## src/rtl/lsu_pkg.sv

```systemverilog
// Shared encodings for the LSU Wishbone master: access sizes, FSM states,
// default bus timeout and the alignment rule for a request.
package lsu_pkg;

  typedef enum logic [1:0] {
    SZ_BYTE = 2'b00,
    SZ_HALF = 2'b01,
    SZ_WORD = 2'b10,
    SZ_ILL  = 2'b11
  } size_e;

  typedef enum logic [2:0] {
    S_IDLE   = 3'd0,
    S_RD     = 3'd1,
    S_RMW_RD = 3'd2,
    S_GAP    = 3'd3,
    S_WR     = 3'd4,
    S_DONE   = 3'd5
  } state_e;

  localparam int TIMEOUT_DEFAULT = 255;

  // Illegal size is folded in so the caller only needs a range check on top.
  function automatic logic bad_align(input size_e sz, input logic [1:0] lo);
    case (sz)
      SZ_HALF: bad_align = lo[0];
      SZ_WORD: bad_align = (lo != 2'b00);
      SZ_ILL:  bad_align = 1'b1;
      default: bad_align = 1'b0;
    endcase
  endfunction

endpackage

```

## src/rtl/lsu_lane_align.sv

```systemverilog
// Little-endian lane handling: extracts and extends load data from a bus word,
// and merges byte/half store data into a previously read word.
module lsu_lane_align
  import lsu_pkg::*;
(
  input  logic [1:0]  lane_i,
  input  size_e       size_i,
  input  logic        unsigned_i,
  input  logic [31:0] rd_word_i,
  input  logic [31:0] wdata_i,
  output logic [31:0] load_data_o,
  output logic [31:0] merged_o
);

  logic [7:0]  byte_sel;
  logic [15:0] half_sel;

  always_comb begin
    byte_sel    = rd_word_i[{lane_i, 3'b000} +: 8];
    half_sel    = lane_i[1] ? rd_word_i[31:16] : rd_word_i[15:0];
    load_data_o = rd_word_i;
    merged_o    = rd_word_i;
    case (size_i)
      SZ_BYTE: begin
        load_data_o = {{24{~unsigned_i & byte_sel[7]}}, byte_sel};
        merged_o[{lane_i, 3'b000} +: 8] = wdata_i[7:0];
      end
      SZ_HALF: begin
        load_data_o = {{16{~unsigned_i & half_sel[15]}}, half_sel};
        if (lane_i[1]) merged_o[31:16] = wdata_i[15:0];
        else           merged_o[15:0]  = wdata_i[15:0];
      end
      default: begin
        load_data_o = rd_word_i;
        merged_o    = wdata_i;
      end
    endcase
  end

endmodule

```

## src/rtl/lsu_wb_master.sv

```systemverilog
// Load/store unit front end: turns single CPU requests into Wishbone classic
// cycles, using read-modify-write for byte and half stores.
//
// state    | meaning
// ---------+------------------------------------------------------------
// IDLE     | req_ready high, waiting for a request
// RD       | load bus read in progress
// RMW_RD   | read phase of a sub-word store
// GAP      | one idle cycle so the slave's trailing ack is not reused
// WR       | bus write (word store, or merged word of a sub-word store)
// DONE     | one-cycle response pulse
module lsu_wb_master
  import lsu_pkg::*;
#(
  parameter int DATA_WIDTH     = 32,
  parameter int ADDR_WIDTH     = 16,
  parameter int TIMEOUT_CYCLES = TIMEOUT_DEFAULT
) (
  input  logic                  clk,
  input  logic                  rst_n,
  input  logic                  req_valid,
  output logic                  req_ready,
  input  logic                  req_we,
  input  logic [31:0]           req_addr,
  input  logic [DATA_WIDTH-1:0] req_wdata,
  input  logic [1:0]            req_size,
  input  logic                  req_unsigned,
  output logic                  rsp_valid,
  output logic [DATA_WIDTH-1:0] rsp_rdata,
  output logic                  rsp_err,
  output logic [ADDR_WIDTH-1:0] wb_adr_o,
  output logic [DATA_WIDTH-1:0] wb_dat_o,
  output logic                  wb_we_o,
  output logic                  wb_stb_o,
  output logic                  wb_cyc_o,
  input  logic [DATA_WIDTH-1:0] wb_dat_i,
  input  logic                  wb_ack_i
);

  localparam int CNT_W = $clog2(TIMEOUT_CYCLES + 1);
  localparam logic [CNT_W-1:0] CNT_LAST = CNT_W'(TIMEOUT_CYCLES - 1);

  state_e          state_q;
  logic [CNT_W-1:0] cnt_q;
  logic [1:0]      lane_q;
  size_e           size_q;
  logic            uns_q;
  logic            we_q;
  logic [31:0]     wdata_q;

  logic            req_ready_q;
  logic            rsp_valid_q;
  logic [31:0]     rsp_rdata_q;
  logic            rsp_err_q;
  logic [ADDR_WIDTH-1:0] wb_adr_q;
  logic [31:0]     wb_dat_q;
  logic            wb_we_q;
  logic            wb_cyc_q;

  logic            req_err_d;
  logic [31:0]     load_data_d;
  logic [31:0]     merged_d;

  assign req_err_d = bad_align(size_e'(req_size), req_addr[1:0]) ||
                     ((req_addr >> (ADDR_WIDTH + 2)) != 32'd0);

  lsu_lane_align u_lane_align (
    .lane_i      (lane_q),
    .size_i      (size_q),
    .unsigned_i  (uns_q),
    .rd_word_i   (wb_dat_i),
    .wdata_i     (wdata_q),
    .load_data_o (load_data_d),
    .merged_o    (merged_d)
  );

  always_ff @(posedge clk or negedge rst_n) begin
    if (!rst_n) begin
      state_q     <= S_IDLE;
      cnt_q       <= '0;
      lane_q      <= 2'b00;
      size_q      <= SZ_BYTE;
      uns_q       <= 1'b0;
      we_q        <= 1'b0;
      wdata_q     <= '0;
      req_ready_q <= 1'b0;
      rsp_valid_q <= 1'b0;
      rsp_rdata_q <= '0;
      rsp_err_q   <= 1'b0;
      wb_adr_q    <= '0;
      wb_dat_q    <= '0;
      wb_we_q     <= 1'b0;
      wb_cyc_q    <= 1'b0;
    end else begin
      case (state_q)
        S_IDLE: begin
          req_ready_q <= 1'b1;
          if (req_valid && req_ready_q) begin
            req_ready_q <= 1'b0;
            lane_q      <= req_addr[1:0];
            size_q      <= size_e'(req_size);
            uns_q       <= req_unsigned;
            we_q        <= req_we;
            wdata_q     <= req_wdata;
            cnt_q       <= '0;
            if (req_err_d) begin
              state_q     <= S_DONE;
              rsp_valid_q <= 1'b1;
              rsp_err_q   <= 1'b1;
            end else begin
              wb_adr_q <= req_addr[ADDR_WIDTH+1:2];
              wb_cyc_q <= 1'b1;
              if (!req_we) begin
                state_q <= S_RD;
              end else if (size_e'(req_size) == SZ_WORD) begin
                state_q  <= S_WR;
                wb_we_q  <= 1'b1;
                wb_dat_q <= req_wdata;
              end else begin
                state_q <= S_RMW_RD;
              end
            end
          end
        end
        S_RD, S_RMW_RD: begin
          if (wb_ack_i) begin
            wb_cyc_q <= 1'b0;
            cnt_q    <= '0;
            if (state_q == S_RD) begin
              state_q     <= S_DONE;
              rsp_valid_q <= 1'b1;
              rsp_rdata_q <= we_q ? 32'd0 : load_data_d;
            end else begin
              state_q  <= S_GAP;
              wb_dat_q <= merged_d;
            end
          end else if (cnt_q == CNT_LAST) begin
            wb_cyc_q    <= 1'b0;
            state_q     <= S_DONE;
            rsp_valid_q <= 1'b1;
            rsp_err_q   <= 1'b1;
          end else begin
            cnt_q <= cnt_q + 1'b1;
          end
        end
        S_GAP: begin
          state_q  <= S_WR;
          wb_cyc_q <= 1'b1;
          wb_we_q  <= 1'b1;
          cnt_q    <= '0;
        end
        S_WR: begin
          if (wb_ack_i || cnt_q == CNT_LAST) begin
            wb_cyc_q    <= 1'b0;
            wb_we_q     <= 1'b0;
            state_q     <= S_DONE;
            rsp_valid_q <= 1'b1;
            rsp_err_q   <= ~wb_ack_i;
          end else begin
            cnt_q <= cnt_q + 1'b1;
          end
        end
        S_DONE: begin
          state_q     <= S_IDLE;
          rsp_valid_q <= 1'b0;
          rsp_err_q   <= 1'b0;
          rsp_rdata_q <= '0;
          req_ready_q <= 1'b1;
          cnt_q       <= '0;
        end
        default: state_q <= S_IDLE;
      endcase
    end
  end

  assign req_ready = req_ready_q;
  assign rsp_valid = rsp_valid_q;
  assign rsp_rdata = rsp_rdata_q;
  assign rsp_err   = rsp_err_q;
  assign wb_adr_o  = wb_adr_q;
  assign wb_dat_o  = wb_dat_q;
  assign wb_we_o   = wb_we_q;
  assign wb_stb_o  = wb_cyc_q;
  assign wb_cyc_o  = wb_cyc_q;

endmodule
```

## config.mk

```make
export PLATFORM = sky130hd
export DESIGN_NAME = lsu_wb_master
export DESIGN_NICKNAME = d
export VERILOG_FILES = /design/src/rtl/lsu_pkg.sv /design/src/rtl/lsu_lane_align.sv /design/src/rtl/lsu_wb_master.sv
export SDC_FILE = /design/constraint.sdc
export NUM_CORES = 1
export LEC_CHECK = 0
export ABC_AREA = 1
export BUFFER_PORTS_ARGS = -buffer_cell sky130_fd_sc_hd__buf_2
export CORE_UTILIZATION = 50
export DETAILED_ROUTE_END_ITERATION = 10
export HOLD_SLACK_MARGIN = 0.05
export PLACE_DENSITY = 0.76
export SLEW_MARGIN = 20
export SYNTH_ARGS = -nofsm -noshare
export SYNTH_HDL_FRONTEND = slang
export SYNTH_SLANG_ARGS = --single-unit
```

## constraint.sdc

```tcl
create_clock -name clk -period 3.63 [get_ports clk]
set_clock_uncertainty 0.2 [all_clocks]
set_input_delay 0.726 -clock clk [delete_from_list [all_inputs] [get_ports clk]]
set_output_delay 0.726 -clock clk [all_outputs]
set_load 0.03 [all_outputs]
```

==> tab_implementation.tex, run 1 <==
\begin{tabular}{lr}
\hline
Metric & Value \\
\hline
\multicolumn{2}{l}{\textbf{Status}} \\
Result of the run & finished, final reports clean \\
\multicolumn{2}{l}{\textbf{Setup path}} \\
Critical path data required time & 3.76 ns \\
Register-to-Register Setup Slack & 0.96 ns \\
WS Path Type & reg -> reg \\
Critical path arrival & $\sim$2.8 ns \\
Largest fanout on the critical path & 12 \\
CP Capture Type & flop \\
Kind of start point of the critical path & flop \\
\multicolumn{2}{l}{\textbf{Timing}} \\
Peak Freq & 374 MHz \\
Portion of the clock cycle consumed by the worst path in the final layout & 73.7\% \\
RSZ-0062 raised after global routing & no \\
Worst Hold Margin & $\sim$0.15 ns \\
Min Clock Period, post-route & 2.67 ns \\
Hold Violations, Final & 0 \\
Max-slew violation count & 0 \\
Worst Max-Slew Pin Slew & 1.05 ns \\
Setup TNS & 0 ns \\
Count of final setup violators & 0 \\
Worst slew margin relative to its limit & 30.1\% \\
\multicolumn{2}{l}{\textbf{Logic synthesis}} \\
Average cell area after synthesis & 6.82 um2 \\
Syn nets & 1273 \\
Leading register cell type out of synthesis & dfrtp\_1 \\
Number of enable flip-flop cells after synthesis & 0 \\
Count of synthesis-stage warnings from yosys & 0 \\
Share of flip-flops with an asynchronous set or reset & 100\% \\
Number of distinct library cells after synthesis & 35 \\
Portion of the post-synthesis area used by sequential elements & a little over two fifths \\
Syn Std Cell Area & about 7900 um2 \\
Count of state elements after synthesis & $\sim$130 \\
Cell count after synthesis & roughly 1200 \\
\multicolumn{2}{l}{\textbf{Route}} \\
Sum of routed wire length over all layers & 25200 um \\
Drt via density & 5.39 \\
Number of vias after detailed routing & 8353 \\
Number of violations reported at the end of detailed-routing iteration 0 & 674 \\
Routed WL per cell & between 15 and 20 um \\
DRC violation count after routing & 0 \\
Antenna violation net count after detailed routing & 0 \\
TritonRoute pass-1 iters & 5 \\
\multicolumn{2}{l}{\textbf{Cells and area}} \\
Total Nets Final & 1437 \\
Synthesis-to-layout area growth & 20.4\% \\
Fraction of final layout cells sized beyond drive strength 1 & 19.1\% \\
Most common cell after layout, fill and taps aside & nand2\_1 \\
Commonest non-fill, non-tap cells in the layout & nand2\_1 (438), buf\_2 (188), dfrtp\_1 (134) \\
Post-route insts no fill & 1551 \\
Count of fill cells added during filler insertion & 1466 \\
\multicolumn{2}{l}{\textbf{Global route}} \\
Global Route Usage Sum & 32.0\% \\
Number of antenna violations at the first check in global routing & 1 \\
Via count of the first global-routing pass & 7788 \\
Global-route wire length before repair & roughly 40000 um \\
Overflow left after global routing & 0 \\
Pin count of the biggest net entering global routing & 78 \\
\multicolumn{2}{l}{\textbf{Power}} \\
Total internal power & 4.34 mW \\
Power share of the combinational group & 52.5\% \\
Switching power summed over all nets & 4.31 mW \\
Pwr per Cell Area & around 900 nW/um2 \\
LEAKAGE & 5.24 nW \\
Peak supply drop & between 0.6 and 0.7 mV \\
Share of power burned in the clock network & approximately a fifth \\
Switching fraction of total power & 49.8\% \\
Sequential fraction of design power & about 29\% \\
\multicolumn{2}{l}{\textbf{Placed design}} \\
\# port buffers & about 190 \\
HPWL Detailed & 18300 um \\
Placed cell count & 1518 \\
Final RePlAce weighted congestion & about 0.95 \\
\multicolumn{2}{l}{\textbf{Clock tree}} \\
Gates resized, CTS repair & 0 \\
Depth of the CTS H-tree & 4 \\
Number of post-CTS setup repair buffers & 0 \\
Clock tree sinks & 134 \\
Worst-case clock buffer depth & 2 \\
Cts bufs inserted & 17 \\
Root buffer selected by CTS & clkbuf\_16 \\
Clock latency of the later-clocked register in the worst-skew pair & 0.43 ns \\
Clock-pin slew on the worst setup and hold paths & 0.06 ns \\
Hold-fix buffers, CTS & 0 \\
CTS tree & yes \\
\multicolumn{2}{l}{\textbf{Floorplanning}} \\
Ports placed on the boundary & 190 \\
Initial core utilization & about half \\
Width of the die & 128 um \\
Area of the die & 16400 um2 \\
Core region area & 15300 um2 \\
Number of standard-cell rows in the floorplan & 45 \\
Die boundary height & $\sim$130 um \\
\multicolumn{2}{l}{\textbf{Run}} \\
Max-capacitance violation count & 0 \\
\multicolumn{2}{l}{\textbf{Hold path}} \\
Path class of the lowest-slack min-delay path & in -> async \\
\hline
\end{tabular}
[power groups by stage]
| stage | combinational [mW] | sequential (mW) | clock, mW |
|---|---|---|---|
| floorplan | 2.72 | 2.97 | 0 |
| global placement | 4.42 | 2.47 | 0 |
| detailed placement | 4.48 | 2.47 | 0 |
| CTS | 4.50 | 2.46 | 1.65 |
| global route | 5.05 | 2.52 | 1.71 |
| finish | 4.54 | 2.47 | 1.63 |
[worst max-delay path: stages, from the launching register on]
cell,delay (ns)
dfrtp_1,0.34
inv_1,0.16
buf_4,0.23
ha_1,0.22
nor2_1,0.51
nand2_1,0.10
nor2_1,0.37
nand2_1,0.10
nand3_1,0.09
o21ai_0,0.07
o21ai_0,0.19
[cells in the mapped netlist, types with 2 or more instances]
cell type	instances	area (um2)
a21oi_1	83	415
a22oi_1	6	45.0
a31oi_1	2	12.5
buf_2	25	125
buf_4	5	37.5
buf_6	3	33.8
clkbuf_1	24	90.1
clkinv_1	3	11.3
dfrtp_1	134	3350
ha_1	7	87.6
inv_1	99	372
inv_2	6	22.5
nand2_1	438	1640
nand2_2	4	25.0
nand3_1	79	395
nand3_2	2	20.0
nand3b_1	2	15.0
nand4_1	6	37.5
nor2_1	60	225
nor3_1	4	20.0
o211ai_1	6	45.0
o21ai_0	117	586
o21ai_1	14	70.1
o22ai_1	15	93.8
or2_2	6	37.5
xor2_1	3	26.3
[through the flow]
| step | cell area [um2] | util [%] | setup slack, ns | total power, mW |
|---|---|---|---|---|
| after floorplan | 7920 | - | 1.26 | 5.68 |
| after global placement | 8980 | 58.7 | 1.09 | 6.89 |
| after detailed placement | 8980 | 58.7 | 0.986 | 6.95 |
| after CTS | 9530 | 62.2 | 1.00 | 8.61 |
| after global routing | 9530 | 62.3 | 0.554 | 9.29 |
| final | 9540 | 62.3 | 0.955 | 8.65 |
[layer usage]
metal	track usage (%)	up-vias	wire [um]
li1	-	4065	-
met1	39.8	3849	10200
met2	52.4	371	11900
met3	8.26	68	2140
met4	14.7	0	866
met5	0	-	0
[final timing paths]
check	startpoint	to	depth (start not counted)
max in group asynchronous	rst_n	wb_adr_o[3]	2
worst max register to register	lane_q[0]	wb_dat_o[10]	10
min in group clk	rsp_valid	rsp_valid	2
worst max-delay path	lane_q[0]	wb_dat_o[10]	10
worst min-delay path	rst_n	rsp_rdata[21]	1
worst min register to register	rsp_valid	rsp_valid	2
[state kept, by name (all words and copies together) (netlist names)]
register / cells
lane_q: 2
rsp_err: 1
rsp_rdata: 32
wb_cyc_o: 1
cnt_q: 8
wb_adr_o: 16
state_q: 3
wb_we_o: 1
wb_dat_o: 32
we_q: 1
size_q: 2
rsp_valid: 1
wdata_q: 32
req_ready: 1
uns_q: 1
[cells by family (layout without fill, tap and decap cells)]
family	count (synthesis)	count (layout)	share of synthesized area [%]
AOI/OAI and AO/OA	246	246	16.4
adders and majority gates	7	7	1.11
xor gates and xnor gates	3	3	0.332
and+or+nand+nor	605	605	31.0
DFF	134	134	42.3
other	0	2	0
buffers and inverters	167	343	8.84
[layout make-up]
cell class	count	area [um2]	area share, %
Antenna cell	2	5.00	0.0525
Tap cell	211	264	2.77
Multi-Input combinational cell	861	3870	40.6
Timing Repair Buffer	204	1090	11.4
Sequential cell	134	3350	35.2
Clock buffer	20	437	4.58
Clock inverter	11	110	1.15
Inverter	108	405	4.25
Note: power is estimated with default switching activity, not from simulation.
==> run 2: changes to the inputs <==
--- a/config.mk
+++ b/config.mk
@@ -7,10 +7,10 @@
 export LEC_CHECK = 0
 export ABC_AREA = 1
 export BUFFER_PORTS_ARGS = -buffer_cell sky130_fd_sc_hd__buf_2
-export CORE_UTILIZATION = 50
+export CORE_UTILIZATION = 49
 export DETAILED_ROUTE_END_ITERATION = 10
 export HOLD_SLACK_MARGIN = 0.05
-export PLACE_DENSITY = 0.76
+export PLACE_DENSITY = 0.78
 export SLEW_MARGIN = 20
 export SYNTH_ARGS = -nofsm -noshare
 export SYNTH_HDL_FRONTEND = slang
==> constraint.sdc (replaced) <==
create_clock -name clk -period 2.3 [get_ports clk]
set_clock_uncertainty 0.2 [all_clocks]
set_input_delay 0.46 -clock clk [delete_from_list [all_inputs] [get_ports clk]]
set_output_delay 0.46 -clock clk [all_outputs]
set_load 0.03 [all_outputs]
==> run 2 against run 1 <==
Effect of this change:
- combinational power increased by 66%
- clock-buffer cell count is 1 higher
- wire length decreased by 0.98%
- die area increased by 2.0%
- maximum frequency increased by 23%
- utilization is 0.053 points higher
- total power is 65% higher
- global-route usage decreased by 1.4 points
- hold slack lost 0.094 ns
- non-clock buffer count up 26
- sequential share of layout area decreased by 1.2 points
==> tab_implementation.tex, run 2 (synthesized netlist as in run 1, its figures left out) <==
\begin{tabular}{lr}
\hline
Metric & Value \\
\hline
\multicolumn{2}{l}{\textbf{Cells and area}} \\
Post-route insts no fill & 1581 \\
Commonest non-fill, non-tap cells in the layout & nand2\_1 (437), buf\_2 (188), dfrtp\_1 (134) \\
Count of fill cells added during filler insertion & 1439 \\
Multi-input gate area & 3880 um2 \\
Total Nets Final & 1463 \\
Synthesis-to-layout area growth & 24.5\% \\
Area of all placed cells without fillers & 9860 um2 \\
Register Area & 3350 um2 \\
Fraction of final layout cells sized beyond drive strength 1 & 20.8\% \\
Fraction of the core area covered by cells at the end of the flow & 62.3\% \\
Most common cell after layout, fill and taps aside & nand2\_1 \\
\multicolumn{2}{l}{\textbf{Route}} \\
TritonRoute pass-1 iters & 5 \\
Routed WL per cell & 15.8 um \\
Number of violations reported at the end of detailed-routing iteration 0 & 758 \\
Number of vias after detailed routing & roughly 8500 \\
Antenna violation net count after detailed routing & 0 \\
Drt via density & about 5.4 \\
DRC violation count after routing & 0 \\
Sum of routed wire length over all layers & around 25000 um \\
\multicolumn{2}{l}{\textbf{Setup path}} \\
Crit Reg-Reg Endpoint & wb\_dat\_o[31] \\
Worst setup path startpoint & lane\_q[0] \\
CP Capture Type & flop \\
Register-to-Register Setup Slack & 0.12 ns \\
Reg-to-reg critical path startpoint & lane\_q[0] \\
Worst-case reg-to-reg path depth & 6 \\
Slowest CP cell & ha\_1 \\
Crit-path max cell delay & 0.55 ns \\
WS Path Type & reg -> reg \\
Buffering stage count on the worst path with inverters included & 1 \\
Critical path data required time & 2.45 ns \\
Stages on worst setup path & 6 \\
Sequence of cells on the critical path & buf\_4 > ha\_1 > o21ai\_0 > a21oi\_1 > o22ai\_1 > o21ai\_0 \\
Kind of start point of the critical path & flop \\
Largest fanout on the critical path & 35 \\
Critical path arrival & 2.33 ns \\
Cell class contributing the biggest share of worst-path delay & compound AO/OA/AOI/OAI gates \\
Capturing element of the worst setup path & wb\_dat\_o[31] \\
Cell mode on critical path & o21ai\_0 \\
\multicolumn{2}{l}{\textbf{Global route}} \\
Global-route wire length before repair & 39200 um \\
Via count of the first global-routing pass & 7799 \\
Overflow left after global routing & 0 \\
Pin count of the biggest net entering global routing & 50 \\
Number of antenna violations at the first check in global routing & 1 \\
Global Route Usage Sum & 30.6\% \\
\multicolumn{2}{l}{\textbf{Clock tree}} \\
Number of post-CTS setup repair buffers & 0 \\
Clock latency of the later-clocked register in the worst-skew pair & 0.43 ns \\
Root buffer selected by CTS & clkbuf\_16 \\
Cts bufs inserted & 17 \\
Depth of the CTS H-tree & 4 \\
Clock tree sinks & 134 \\
Worst-case clock buffer depth & 2 \\
CTS tree & yes \\
Clock-pin slew on the worst setup and hold paths & 0.06 ns \\
\multicolumn{2}{l}{\textbf{Timing}} \\
Min Clock Period, post-route & 2.18 ns \\
Setup TNS & 0 ns \\
Worst slew margin relative to its limit & 64.7\% \\
Worst Max-Slew Pin Slew & 0.529 ns \\
Worst Hold Margin & around 0.056 ns \\
Hold Violations, Final & 0 \\
Max-slew violation count & 0 \\
Count of final setup violators & 0 \\
Portion of the clock cycle consumed by the worst path in the final layout & 94.7\% \\
Post-layout worst setup margin & 0.121 ns \\
Peak Freq & 459 MHz \\
RSZ-0062 raised after global routing & yes \\
\multicolumn{2}{l}{\textbf{Floorplanning}} \\
Width of the die & 129 um \\
Core region area & roughly 16000 um2 \\
Ports placed on the boundary & 190 \\
Die boundary height & 129 um \\
Area of the die & roughly 17000 um2 \\
Initial core utilization & 50.1\% \\
Number of standard-cell rows in the floorplan & between 40 and 50 \\
\multicolumn{2}{l}{\textbf{Run}} \\
Max-capacitance violation count & 0 \\
\multicolumn{2}{l}{\textbf{Hold path}} \\
Path class of the lowest-slack min-delay path & in -> reg \\
\multicolumn{2}{l}{\textbf{Placed design}} \\
\# port buffers & $\sim$190 \\
Final RePlAce weighted congestion & 1.01 \\
HPWL Detailed & about 18000 um \\
Worst-case setup slack after placement & 0.128 ns \\
Placed cell count & 1546 \\
Cell area after placement & 9200 um2 \\
\multicolumn{2}{l}{\textbf{Power}} \\
Pwr Total & between 10 and 15 mW \\
Peak supply drop & $\sim$0.94 mV \\
LEAKAGE & 5.39 nW \\
Pwr per Cell Area & 1440 nW/um2 \\
\multicolumn{2}{l}{\textbf{Status}} \\
Result of the run & finished, final reports clean \\
\hline
\end{tabular}
-- run 2: cell types whose count changed in the layout (fill, tap and decap cells not counted), sizes merged --
cell / change
buf: +23
bufinv: +1
clkbuf: +1
clkinv: -6
clkinvlp: +3
diode: -1
dlygate4sd3: +3
inv: +1
-- run 2: where the power goes --
group | switching, mW | total (mW) | internal [mW] | leakage [nW]
sequential | 0.619 | 3.83 | 3.21 | 1.72
clock | 1.07 | 2.86 | 1.79 | 0.288
combinational | 5.19 | 7.54 | 2.35 | 3.39
-- run 2: worst min-delay path by stage --
stage	startpoint	to	slack (ns)	cells after the start
after CTS	req_wdata[15]	wdata_q[15]	0.05	3
after global placement	rst_n	rsp_rdata[23]	0.22	1
after detailed placement	rst_n	rsp_rdata[23]	0.22	1
after global routing	req_wdata[26]	wdata_q[26]	0.06	3
final	req_wdata[1]	wdata_q[1]	0.06	3
after floorplan	rst_n	cnt_q[0]	-0.04	0
-- run 2: layer usage --
layer / track usage (%) / up-vias / wire (um)
met2: 50.3 / 401 / 11800
met5: 0 / - / 0
met4: 12.5 / 0 / 816
met3: 6.32 / 60 / 2130
li1: - / 4120 / -
met1: 39.4 / 3908 / 10200
-- run 2: area by class of cell --
| cell class | instances | area share, % |
|---|---|---|
| diodes | 1 | 0.0254 |
| clock buffers | 21 | 4.77 |
| clock inverters | 10 | 1.48 |
| inverters | 108 | 4.15 |
| multi-input cells | 861 | 39.4 |
| flip-flops and latches | 134 | 34.0 |
| well taps | 216 | 2.74 |
| repair buffers | 230 | 13.5 |
-- run 2: what timing repair did --
action	in CTS	in global routing
gates resized for setup	0	3
hold buffers	3	0
hold endpoints to repair	43	0
endpoints found under the setup margin	0	15
-- run 2: worst register-to-register path, cell delays in order, from the launching register on --
cell	delay, ns
dfrtp_1	0.34
buf_4	0.31
ha_1	0.56
o21ai_0	0.19
a21oi_1	0.22
o22ai_1	0.13
o21ai_0	0.15
